$ cat config.mk
export PLATFORM = sky130hd
export DESIGN_NAME = float_addsub_sched
export DESIGN_NICKNAME = d
export VERILOG_FILES = /design/src/rtl/float_pkg.sv /design/src/rtl/float_addsub.sv /design/src/rtl/float_addsub_rr_arbiter.sv /design/src/rtl/float_addsub_sched.sv
export SDC_FILE = /design/constraint.sdc
export NUM_CORES = 1
export LEC_CHECK = 0
export ABC_AREA = 1
export CAP_MARGIN = 0
export CELL_PAD_IN_SITES_DETAIL_PLACEMENT = 1
export CELL_PAD_IN_SITES_GLOBAL_PLACEMENT = 2
export CORE_ASPECT_RATIO = 0.8
export CORE_MARGIN = 4
export CORE_UTILIZATION = 25
export DETAILED_ROUTE_END_ITERATION = 10
export PLACE_DENSITY_LB_ADDON = 0.08
export SETUP_SLACK_MARGIN = 0.5
export SLEW_MARGIN = 30
export SYNTH_ARGS = -nofsm -noshare
export SYNTH_HDL_FRONTEND = slang
export SYNTH_SLANG_ARGS = --single-unit
$ cat constraint.sdc
create_clock -name clk -period 16.4 [get_ports clk]
set_clock_uncertainty 0.1 [all_clocks]
set_input_delay 2.46 -clock clk [delete_from_list [all_inputs] [get_ports clk]]
set_output_delay 2.46 -clock clk [all_outputs]
set_load 0.05 [all_outputs]
$ cat src/rtl/float_pkg.sv
// Shared float datapath types plus the leading-zero helper used when
// renormalising adder results.
package float_pkg;
   localparam int FLOAT_W = 32;
   typedef logic [FLOAT_W-1:0] float_t;

   function automatic logic [4:0] lzc27(input logic [26:0] v);
      logic [4:0] n;
      logic       done;
      n    = 5'd0;
      done = 1'b0;
      for (int i = 26; i >= 0; i--) begin
         if (!done && v[i]) begin
            done = 1'b1;
         end else if (!done) begin
            n = n + 5'd1;
         end else begin
            n = n;
         end
      end
      return n;
   endfunction
endpackage

$ cat src/rtl/float_addsub.sv
// Two-stage IEEE-754 single add/subtract (op=1 subtracts v2), round to nearest
// even; zero/denormal inputs read as zero, overflow gives infinity.
module float_addsub
   import float_pkg::*;
(
   input  logic   clk,
   input  float_t v1,
   input  float_t v2,
   input  logic   op,
   output float_t vres
);

   logic        sign_b_s, swap_s, sticky_s;
   logic [7:0]  big_e_s, small_e_s, dist_s;
   logic [26:0] man_a_s, man_b_s, big_m_s, small_m_s, sh_s;
   logic        s1_sign_d, s1_sign_q;
   logic [7:0]  s1_exp_d, s1_exp_q;
   logic [27:0] s1_sum_d, s1_sum_q;

   assign sign_b_s = v2[31] ^ op;
   assign man_a_s  = (v1[30:23] == 8'd0) ? 27'd0 : {1'b1, v1[22:0], 3'b000};
   assign man_b_s  = (v2[30:23] == 8'd0) ? 27'd0 : {1'b1, v2[22:0], 3'b000};
   assign swap_s   = ({v2[30:23], man_b_s} > {v1[30:23], man_a_s});

   // Stage 1: order by magnitude, align with sticky, add or subtract magnitudes
   always_comb begin
      if (swap_s) begin
         s1_sign_d = sign_b_s;
         big_e_s   = v2[30:23];
         big_m_s   = man_b_s;
         small_e_s = v1[30:23];
         small_m_s = man_a_s;
      end else begin
         s1_sign_d = v1[31];
         big_e_s   = v1[30:23];
         big_m_s   = man_a_s;
         small_e_s = v2[30:23];
         small_m_s = man_b_s;
      end
      s1_exp_d = big_e_s;
      dist_s   = big_e_s - small_e_s;
      if (dist_s >= 8'd27) begin
         sh_s     = 27'd0;
         sticky_s = |small_m_s;
      end else begin
         sh_s     = small_m_s >> dist_s;
         sticky_s = |(small_m_s & ((27'd1 << dist_s) - 27'd1));
      end
      sh_s = sh_s | {26'd0, sticky_s};
      if (v1[31] == sign_b_s) begin
         s1_sum_d = {1'b0, big_m_s} + {1'b0, sh_s};
      end else begin
         s1_sum_d = {1'b0, big_m_s} - {1'b0, sh_s};
      end
   end

   // Stage 1 pipeline register
   always_ff @(posedge clk) begin
      s1_sign_q <= s1_sign_d;
      s1_exp_q  <= s1_exp_d;
      s1_sum_q  <= s1_sum_d;
   end

   logic [4:0]  lz_s;
   logic [26:0] norm_s;
   logic [24:0] mr_s;
   logic        rnd_s;
   int          exp_s;
   float_t      vres_d;

   assign lz_s = lzc27(s1_sum_q[26:0]);

   // Stage 2: renormalise, round to nearest even, pack
   always_comb begin
      norm_s = 27'd0;
      exp_s  = 0;
      rnd_s  = 1'b0;
      mr_s   = 25'd0;
      vres_d = 32'd0;
      if (s1_sum_q == 28'd0) begin
         vres_d = 32'd0;
      end else begin
         if (s1_sum_q[27]) begin
            norm_s = {s1_sum_q[27:2], s1_sum_q[1] | s1_sum_q[0]};
            exp_s  = int'(s1_exp_q) + 1;
         end else begin
            norm_s = s1_sum_q[26:0] << lz_s;
            exp_s  = int'(s1_exp_q) - int'(lz_s);
         end
         rnd_s = norm_s[2] & (norm_s[1] | norm_s[0] | norm_s[3]);
         mr_s  = {1'b0, norm_s[26:3]} + {24'd0, rnd_s};
         exp_s = exp_s + int'(mr_s[24]);
         if (exp_s <= 0) begin
            vres_d = 32'd0;
         end else if (exp_s >= 255) begin
            vres_d = {s1_sign_q, 8'hFF, 23'd0};
         end else begin
            vres_d = {s1_sign_q, exp_s[7:0], mr_s[22:0]};
         end
      end
   end

   // Stage 2 result register
   always_ff @(posedge clk) begin
      vres <= vres_d;
   end

endmodule

$ cat src/rtl/float_addsub_rr_arbiter.sv
// Combinational round-robin arbiter: the first requesting index at or after
// ptr (wrapping) wins.
module rr_arbiter #(
   parameter int N   = 4,
   parameter int IDW = $clog2(N)
) (
   input  logic [N-1:0]   req,
   input  logic [IDW-1:0] ptr,
   output logic [N-1:0]   gnt,
   output logic [IDW-1:0] gnt_id
);

   // Rotating priority search starting at ptr
   always_comb begin
      logic [IDW:0]   pos;
      logic [IDW-1:0] idx;
      logic           found;
      gnt    = '0;
      gnt_id = '0;
      found  = 1'b0;
      for (int k = 0; k < N; k++) begin
         pos = {1'b0, ptr} + (IDW+1)'(k);
         if (pos >= (IDW+1)'(N)) begin
            pos = pos - (IDW+1)'(N);
         end else begin
            pos = pos;
         end
         idx = pos[IDW-1:0];
         if (!found && req[idx]) begin
            gnt[idx] = 1'b1;
            gnt_id   = idx;
            found    = 1'b1;
         end else begin
            found = found;
         end
      end
   end

endmodule

$ cat src/rtl/float_addsub_sched.sv
// Round-robin scheduler sharing one float_addsub among N requesters; each
// result comes back tagged with the ID of the requester that issued it.
module float_addsub_sched
   import float_pkg::*;
#(
   parameter int N      = 4,
   parameter int FU_LAT = 2,
   parameter int IDW    = $clog2(N)
) (
   input  logic             clk,
   input  logic             rst,
   input  logic             hold,
   input  logic [N-1:0]     req_valid,
   output logic [N-1:0]     req_ready,
   input  logic [N*32-1:0]  req_v1,
   input  logic [N*32-1:0]  req_v2,
   input  logic [N-1:0]     req_op,
   output logic             resp_valid,
   output logic [IDW-1:0]   resp_id,
   output float_t           resp_data,
   output logic             busy
);

   logic [N-1:0]   arb_req_s, gnt_s;
   logic [IDW-1:0] gnt_id_s;
   logic           hs_s;

   logic [IDW-1:0] ptr_q, ptr_d, iss_id_q, iss_id_d;
   logic           iss_vld_q, iss_vld_d, iss_op_q, iss_op_d;
   float_t         iss_v1_q, iss_v1_d, iss_v2_q, iss_v2_d;
   logic [FU_LAT-1:0]          tag_vld_q;
   logic [FU_LAT-1:0][IDW-1:0] tag_id_q;

   assign arb_req_s = (rst || hold) ? '0 : req_valid;
   assign req_ready = gnt_s;
   assign hs_s      = |(req_valid & gnt_s);

   rr_arbiter #(.N(N), .IDW(IDW)) u_arb (
      .req    (arb_req_s),
      .ptr    (ptr_q),
      .gnt    (gnt_s),
      .gnt_id (gnt_id_s)
   );

   // Issue register and pointer next state; operands stay stale when idle
   always_comb begin
      ptr_d     = ptr_q;
      iss_vld_d = 1'b0;
      iss_id_d  = iss_id_q;
      iss_op_d  = iss_op_q;
      iss_v1_d  = iss_v1_q;
      iss_v2_d  = iss_v2_q;
      if (hs_s) begin
         ptr_d     = (gnt_id_s == IDW'(N-1)) ? '0 : gnt_id_s + IDW'(1);
         iss_vld_d = 1'b1;
         iss_id_d  = gnt_id_s;
         iss_op_d  = req_op[gnt_id_s];
         iss_v1_d  = req_v1[int'(gnt_id_s)*FLOAT_W +: FLOAT_W];
         iss_v2_d  = req_v2[int'(gnt_id_s)*FLOAT_W +: FLOAT_W];
      end else begin
         ptr_d = ptr_q;
      end
   end

   // Issue register, pointer and tag shift register
   always_ff @(posedge clk) begin
      if (rst) begin
         ptr_q     <= '0;
         iss_vld_q <= 1'b0;
         iss_id_q  <= '0;
         iss_op_q  <= 1'b0;
         iss_v1_q  <= '0;
         iss_v2_q  <= '0;
         tag_vld_q <= '0;
         tag_id_q  <= '0;
      end else begin
         ptr_q       <= ptr_d;
         iss_vld_q   <= iss_vld_d;
         iss_id_q    <= iss_id_d;
         iss_op_q    <= iss_op_d;
         iss_v1_q    <= iss_v1_d;
         iss_v2_q    <= iss_v2_d;
         tag_vld_q[0] <= iss_vld_q;
         tag_id_q[0]  <= iss_id_q;
         for (int i = 1; i < FU_LAT; i++) begin
            tag_vld_q[i] <= tag_vld_q[i-1];
            tag_id_q[i]  <= tag_id_q[i-1];
         end
      end
   end

   // FU_LAT must equal the fixed latency of float_addsub (two stages)
   float_addsub u_fu (
      .clk  (clk),
      .v1   (iss_v1_q),
      .v2   (iss_v2_q),
      .op   (iss_op_q),
      .vres (resp_data)
   );

   assign resp_valid = tag_vld_q[FU_LAT-1];
   assign resp_id    = tag_id_q[FU_LAT-1];
   assign busy       = iss_vld_q | (|tag_vld_q);

endmodule

==> results of run 1 <==
==> state kept, by name (all words and copies together) (netlist names), 2 cells and up, named ones only <==
| register | flops |
|---|---|
| u_fu.s1_exp_q | 8 |
| u_fu.s1_sum_q | 28 |
| iss_id_q | 2 |
| iss_v1_q | 32 |
| resp_id | 2 |
| iss_v2_q | 32 |
| tag_id_q | 2 |
| u_fu.vres | 32 |
| tag_vld_q | 2 |
==> cell type report <==
class / count / area [um^2]
fill: 8725 / 43400
multi-input combinational: 2317 / 13000
timing repair buffer: 554 / 5080
sequential: 145 / 2910
inverter: 360 / 1370
tap: 913 / 1140
clock buffer: 18 / 429
clock inverter: 14 / 146
antenna: 1 / 2.50
==> cells in the mapped netlist (all sizes together) (4+ instances only) <==
| master | n |
|---|---|
| a211oi | 20 |
| a21oi | 117 |
| a221oi | 5 |
| a22oi | 7 |
| a31oi | 4 |
| buf | 32 |
| clkbuf | 95 |
| clkinv | 8 |
| dfxtp | 145 |
| ha | 107 |
| inv | 352 |
| mux2i | 19 |
| nand2 | 687 |
| nand3 | 171 |
| nand4 | 27 |
| nor2 | 463 |
| nor3 | 39 |
| nor4 | 9 |
| o211ai | 11 |
| o21a | 9 |
| o21ai | 414 |
| o21bai | 10 |
| o221ai | 9 |
| o22ai | 79 |
| or2 | 8 |
| xnor2 | 16 |
| xor2 | 54 |
==> stage by stage <==
step,util (%),hold slack [ns],worst slack (ns),instances,TNS (ns)
final,35.7,0.308,-1.16,4322,-34.07
after global routing,35.7,0.330,-2.36,4322,-72.30
after CTS,35.0,0.310,-1.16,4306,-33.61
after detailed placement,33.3,0.299,-1.88,4236,-55.51
after global placement,33.3,0.303,-1.11,4236,-31.51
after floorplan,-,0.288,-0.426,2948,-7.60
==> layer usage <==
metal  wire length [um]  track usage, %
met1              41500            32.3
met2              36200            34.9
met3               2880            3.44
met4               1200            4.26
met5                  0               0
==> cell families (layout without fill, tap and decap cells) <==
kind of cell	Yosys count	after routing
buf+inv	487	946
other cells	0	1
flops	145	145
fa+ha+maj	109	109
xor+xnor	70	70
mux	19	19
simple gates	1414	1415
compound gates	704	704
==> how the worst max path moves through the flow <==
stage                           start            end  slack (ns)  depth (start not counted)
floorplan           u_fu.s1_sum_q[25]  u_fu.vres[20]       -0.43                        118
finish              u_fu.s1_sum_q[25]   u_fu.vres[9]       -1.16                        117
global placement    u_fu.s1_sum_q[25]  u_fu.vres[14]       -1.11                        118
detailed placement  u_fu.s1_sum_q[25]  u_fu.vres[18]       -1.88                        119
global route        u_fu.s1_sum_q[25]  u_fu.vres[10]       -2.36                        117
CTS                 u_fu.s1_sum_q[25]  u_fu.vres[18]       -1.16                        118
==> layout by cell type (no fill, tap or decap), drive strengths merged, types with 10 or more instances in the layout <==
cell and count:
a211oi 20, a21oi 117, buf 247, clkbuf 19
clkdlybuf4s50 306, clkinv 10, dfxtp 145, ha 107
inv 360, mux2i 19, nand2 688, nand3 171
nand4 27, nor2 463, nor3 39, o211ai 11
o21ai 414, o21bai 10, o22ai 79, xnor2 16
xor2 54
==> timing repair <==
item                                    CTS  global route
gates cloned                              2             2
endpoints found under the setup margin   32            32
gates resized for setup                  89            77
buffers inserted                         36            13
pin swaps                                60            59
==> worst max-delay path, delay by kind of cell (launching register included) <==
family	cells	cell delay, ns
mux	8	0.92
compound gates	36	4.27
flops	1	0.36
fa+ha+maj	27	7.05
buf+inv	16	1.17
simple gates	30	3.61
==> impl_summary.md, run 1 <==
Critical path
The kind of capture point of the worst setup path is a register. Setup slack on the worst reg-to-reg path comes out at -1.16 ns. The endpoint identified for the worst register-to-register timing path is u_fu.vres[9]. In this run the worst path has a maximum fanout of 5. The critical path data arrival time is 17.89 ns. The worst setup path is launched from a register. The setup path with the least slack is of type register to register.

The dominant cell type by count on the critical path is sky130_fd_sc_hd__ha_1. The delay of the slowest critical-path stage is 0.36 ns. The slowest stage of the critical path belongs to the cell sky130_fd_sc_hd__dfxtp_2. In this run the critical register-to-register path is launched from u_fu.s1_sum_q[25]. Measured in cells, the most critical reg-to-reg path has a length of 117. The endpoint required time on the critical path is 16.73 ns.

Clock tree
In this run the clock root is driven by a sky130_fd_sc_hd__clkbuf_16. TritonCTS built the clock tree. The number of hold-repair buffers added at the cts stage is 0. After clock tree synthesis, the clock-pin slew on the worst setup and hold paths is 0.07 ns.

The clock latency reported for the late side of the worst-skew pair is 0.51 ns. The number of buffers created by CTS is 17. The H-tree generated during clock tree synthesis spans 4 levels.

The sink count of the clock tree is 145. Counting along the longest clock path gives a buffer depth of 2.

Die
The core region is 67,500 um^2. The floorplan step set the die width to 300 um. The area of the die is 72,700 um^2. Row generation in the floorplan step produced 85 rows. The count of pins on the block boundary is 307.

The floorplan step set the die height to 242 um. The initial utilization of the core area, before any placement, comes to 25.3%.

Synth
Counting flops with a built-in enable in the synthesized netlist gives 0. Of the post-synthesis cell area, the dominant cell type holds 17.0%. Yosys printed 0 warnings.

Summing the sequential cell areas from Yosys gives 17.0% of the chip area. sky130_fd_sc_hd__dfxtp_1 takes more of the synthesized area than any other cell. The adder-cell share of the synthesized area is 8.06%. Summing the areas of all and, or, nand and nor instances in the mapped netlist gives 35.8% of the synthesized area. The cell count after synthesis came out at 2,948. The cell area after synthesis is 17,100 um^2. Of the post-synthesis cell area, the part taken by muxes is 1.11%. Yosys mapped the design onto 65 distinct sky130hd cell types.

When the netlist entered floorplanning its net count stood at 3,324. The xor/xnor share of the synthesized area is 3.81%. The most used flip-flop cell after synthesis is sky130_fd_sc_hd__dfxtp_1. The main combinational cell family by area after synthesis is simple AND/OR/NAND/NOR gates. The synthesized netlist devotes 23.1% of its cell area to compound gates. Counting flops and latches in the post-synthesis netlist gives 145. The proportion of register bits with asynchronous set or reset after synthesis is 0%.

Averaged over all synthesized cells, the footprint is 5.80 um^2. Yosys attributes the largest share of cell area to sky130_fd_sc_hd__dfxtp_1 (17%), sky130_fd_sc_hd__nand2_1 (15%), sky130_fd_sc_hd__o21ai_0 (11%).

Route
The total wire length after detailed routing is 81,700 um. After detailed routing, the average wire length per cell comes to 18.9 um. The detailed router's first-iteration violation count is 1,142.

The number of nets with antenna violations after routing is 0. The number of iterations in the first detailed-routing pass is 5. The residual DRC count is 0. The total vias in the final route is 21.1k.

Dividing the detail-routed via count by the number of cells gives 4.89.

STA
Based on the critical path, the design can be clocked at up to 56.9 MHz. The actual transition at the worst max-transition pin is 0.890 ns. The worst slew margin relative to its limit is 40.1%. Setup violations remaining at the end of the flow were counted as 32. Across all setup checks in the final design, the least slack found is -1.16 ns. The final critical path takes up 107% of the cycle.

Setup repair after global routing could not meet its margin everywhere. The final count of pins violating max slew was 0. The final-report hold violation count is 0. The clock period minus worst slack is 17.56 ns.

Placement
Routability-driven placement finished with a final weighted congestion of 0.857. In this run the tool buffered the top-level ports with 306 buffer cells. The HPWL after detailed placement is 67,100 um. The placement-stage cell area is 22,500 um^2.

Finish
The layout net count is 3,771. In the final layout, the share of cells above drive strength 1 is 15.7%. The finished layout cell area is 24,100 um^2.

The area growth from synthesis to layout is 40.9%.

Hold path
The capture endpoint of the worst hold path is resp_id[0]. The worst hold path begins at tag_id_q[0]. Counting instances, the worst hold path has a depth of 2.

The tightest min-delay check is of the register to register type.

Global routing
The all-layer global routing usage is 22.2%. The number of antenna violations at the first check in global routing is 1. The number of global-route vias before repair is 21.7k.

The total congestion overflow after global routing is 0. The first-pass GRT wire length is 127,000 um. Entering global routing, the biggest net connects 119 pins.

Status
The run finished, with violations left. The checks that failed: setup timing.

Run
The number of max-capacitance violations reported is 0.
Power of run 1 is not shown: default switching activity piles up to over one toggle a cycle in this logic, so the estimate is an artifact.
==> run 2, diff against run 1 <==
Settings changed: CORE_UTILIZATION 25 to 34, DONT_BUFFER_PORTS set to 1.
Clock period 16.4 ns to 18.2 ns, I/O delays scaled along.
==> run 2 against run 1 <==
  * The run now ends clean
  * Worst hold slack lost 0.0014 ns
  * Final area shrank 17%
  * Register-to-register slack gained 1.8 ns
  * First-iteration DRC count grew 8.8%
  * Setup slack gained 1.8 ns
  * Utilization grew 4.7 points
  * Clock-buffer cell count grew 1
  * Sequential share of layout area grew 2.4 points
  * Routed wire length shrank 11%
  * Sequential cell count is the same
  * Critical path depth grew 2
  * Die area shrank 26%
  * Critical path type unchanged
  * Largest cell class unchanged
==> impl_summary.md, run 2 (synthesis gave the netlist of run 1 again) <==
Status
The flow ran to the end, and the final reports show no timing, DRC or antenna violations.

Finish
The fraction of final layout cells with drive strength greater than 1 is 15.2% (-0.48 points). The finished layout cell area is 20,100 um^2 (-17%). The filler cell count is 6,770 (-22%). The largest registers in the layout are iss_v1_q x32, iss_v2_q x32, u_fu.vres x32. The area growth from synthesis to layout is 17.4%.

The number of diodes added for antenna fixing is 0 (-1). The commonest non-fill, non-tap cell in the layout is sky130_fd_sc_hd__nand2_1. In the layout the commonest cells are sky130_fd_sc_hd__nand2_1 (649), sky130_fd_sc_hd__nor2_1 (418), sky130_fd_sc_hd__o21ai_0 (354).

The layout net count was 3,404 (-9.7%).

Run
The number of max-capacitance violations reported is 0 (unchanged).

STA
Setup repair after global routing could not meet its margin everywhere. The final-report hold violation count is 0 (unchanged). The actual transition at the worst max-transition pin is 0.778 ns (-0.112 ns). The part of the cycle the worst path needs is 96.7% (-10 points). The worst slack on hold paths is 0.307 ns (-0.00139 ns). The maximum frequency from static timing analysis was 56.8 MHz (-0.24%). The count of final setup violators is 0 (-100%). The final count of pins violating max slew is 0 (unchanged). The clock period minus worst slack is 17.61 ns (+0.0415 ns). The total negative slack for setup checks is 0 ns (+34.07 ns). The worst slew margin relative to its limit is 48.1% (+8.0 points).

Die
The floorplan die height came to 209 um (-14%). The count of pins on the block boundary was 307 (unchanged). The area of the core was 49,700 um^2 (-26%).

The number of core rows is 73 (-14%). The die boundary width is 259 um (-14%). The initial cell density of the core is 34.4% (+9.1 points). The area of the die came to 54,000 um^2 (-26%).

Critical path
The delay of the slowest critical-path stage is 0.37 ns (about the same). The kind of capture point of the worst setup path is a register. The depth of the worst register-to-register path is 119 (+1.7%). The highest net fanout along the worst path is 6 (+1). The critical path class is register to register. The cell that appears most often on the critical path is sky130_fd_sc_hd__ha_1. The critical path data arrival time is 17.89 ns (about the same). The cell type of the slowest stage on the worst timing path is sky130_fd_sc_hd__dfxtp_2. The worst reg2reg path startpoint is u_fu.s1_sum_q[25]. In this run the worst setup path begins at u_fu.s1_sum_q[25]. STA classifies the critical path startpoint as a register. The endpoint required time on the critical path was 18.48 ns (+1.75 ns).

Global routing
The total congestion overflow after global routing is 0 (unchanged). The number of global-route vias before repair is 19.6k (-9.9%). The largest net degree at the start of global routing came to 132 (+11%). The all-layer global routing usage came to 25.8% (+3.5 points). The first-pass GRT wire length is 112,000 um (-12%).

The number of antenna violations at the first check in global routing is 0 (-1).

Clock tree
The number of buffers created by CTS is 17 (unchanged). The clock latency reported for the late side of the worst-skew pair came to 0.45 ns (-0.06 ns). The clock slew seen by the registers of the worst setup and hold paths came to 0.08 ns (about the same). The number of hold-repair buffers added at the cts stage was 0 (unchanged). The tree is rooted in a sky130_fd_sc_hd__clkbuf_16.

The deepest level of the CTS H-tree came to 4 (unchanged). The sink count of the clock tree is 145 (unchanged). TritonCTS built the clock tree.

The maximum buffer depth of the clock tree is 2 (unchanged).

Placement
The placement-stage cell area came to 18,600 um^2 (-17%). The count of input and output buffers was 0 (-100%). The half-perimeter wire length after detailed placement is 59,400 um (-11%). The final weighted congestion of routability-driven global placement is 0.902 (+5.3%).

Route
The detailed router's first-iteration violation count is 1,243 (+8.8%). The routed wire length per instance is 19.7 um (+3.9%). The met2 wirelength from detailed routing came to 30,600 um (-16%).

The total vias in the final route is 19.8k (-6.4%). The total wire length after detailed routing is 73,000 um (-11%). The number of iterations in the first detailed-routing pass is 5 (unchanged). The number of nets with antenna violations after routing is 0 (unchanged). The mean number of vias per cell is 5.32 (+8.9%).

The routed length on met1 is 38,400 um (-7.3%). The routed length on met3 is 3270 um (+13%). The top routing layer in use is met4.

The residual DRC count came to 0 (unchanged).

Hold path
The startpoint of the most critical hold path is tag_id_q[0]. The worst hold path depth is 2 (unchanged). The path class of the tightest hold or removal check is register to register.
## run 2: cell count changes in the layout (fill, tap and decap cells not counted), sizes merged
| cell | delta |
|---|---|
| buf | -60 |
| inv | -4 |
| clkdlybuf4s50 | -306 |
| clkinvlp | -1 |
| bufinv | -1 |
| clkinv | +5 |
| diode | -1 |
## run 2: metal layers
metal / global-route usage [%] / vias up
li1: - / 9887
met1: 40.1 / 9455
met2: 38.1 / 385
met3: 3.77 / 43
met4: 3.72 / 0
met5: 0 / -
## run 2: metrics by stage
step,util [%],worst slack [ns],cells
2_1_floorplan,-,0.525,2948
3_3_place_gp,37.3,-0.106,3643
3_5_place_dp,37.4,-0.902,3643
4_1_cts,39.2,0.504,3691
5_1_grt,40.4,-0.521,3716
6_report,40.4,0.595,3716
## run 2: final timing paths
kind                                      end  slack (ns)
worst max-delay path            u_fu.vres[20]        0.59
worst min-delay path               resp_id[0]        0.31
worst max register to register  u_fu.vres[20]        0.59
worst min register to register     resp_id[0]        0.31
## run 2: final cells by class
class                           count  area [um^2]  area share [%]
Timing Repair Buffer              187         1460            7.29
Multi-Input combinational cell   2317        12900            64.4
Clock buffer                       19          453            2.26
Inverter                          360         1360            6.79
Tap cell                          675          845            4.21
Clock inverter                     13          119           0.592
Sequential cell                   145         2910            14.5
## run 2: what timing repair did
item	4_1_cts	5_1_grt
gates cloned	3	0
pin swaps	38	74
endpoints found under the setup margin	32	32
resized for setup	61	119
setup buffers	13	25
## run 2: critical path: cells and delay by family, from the launching register on
kind,cells,cell delay (ns)
buf+inv,18,1.30
mux,7,0.85
simple gates,31,3.51
compound gates,36,4.36
fa+ha+maj,27,7.08
flops,1,0.37
Power of run 2 is left out for the same reason.
==> run 3, diff against run 2 <==
Settings changed: GPL_TIMING_DRIVEN set to 1.
==> results of run 3 <==
No change in the layout: final DEF, timing and power equal those of run 2.
Power of run 3 is left out for the same reason.
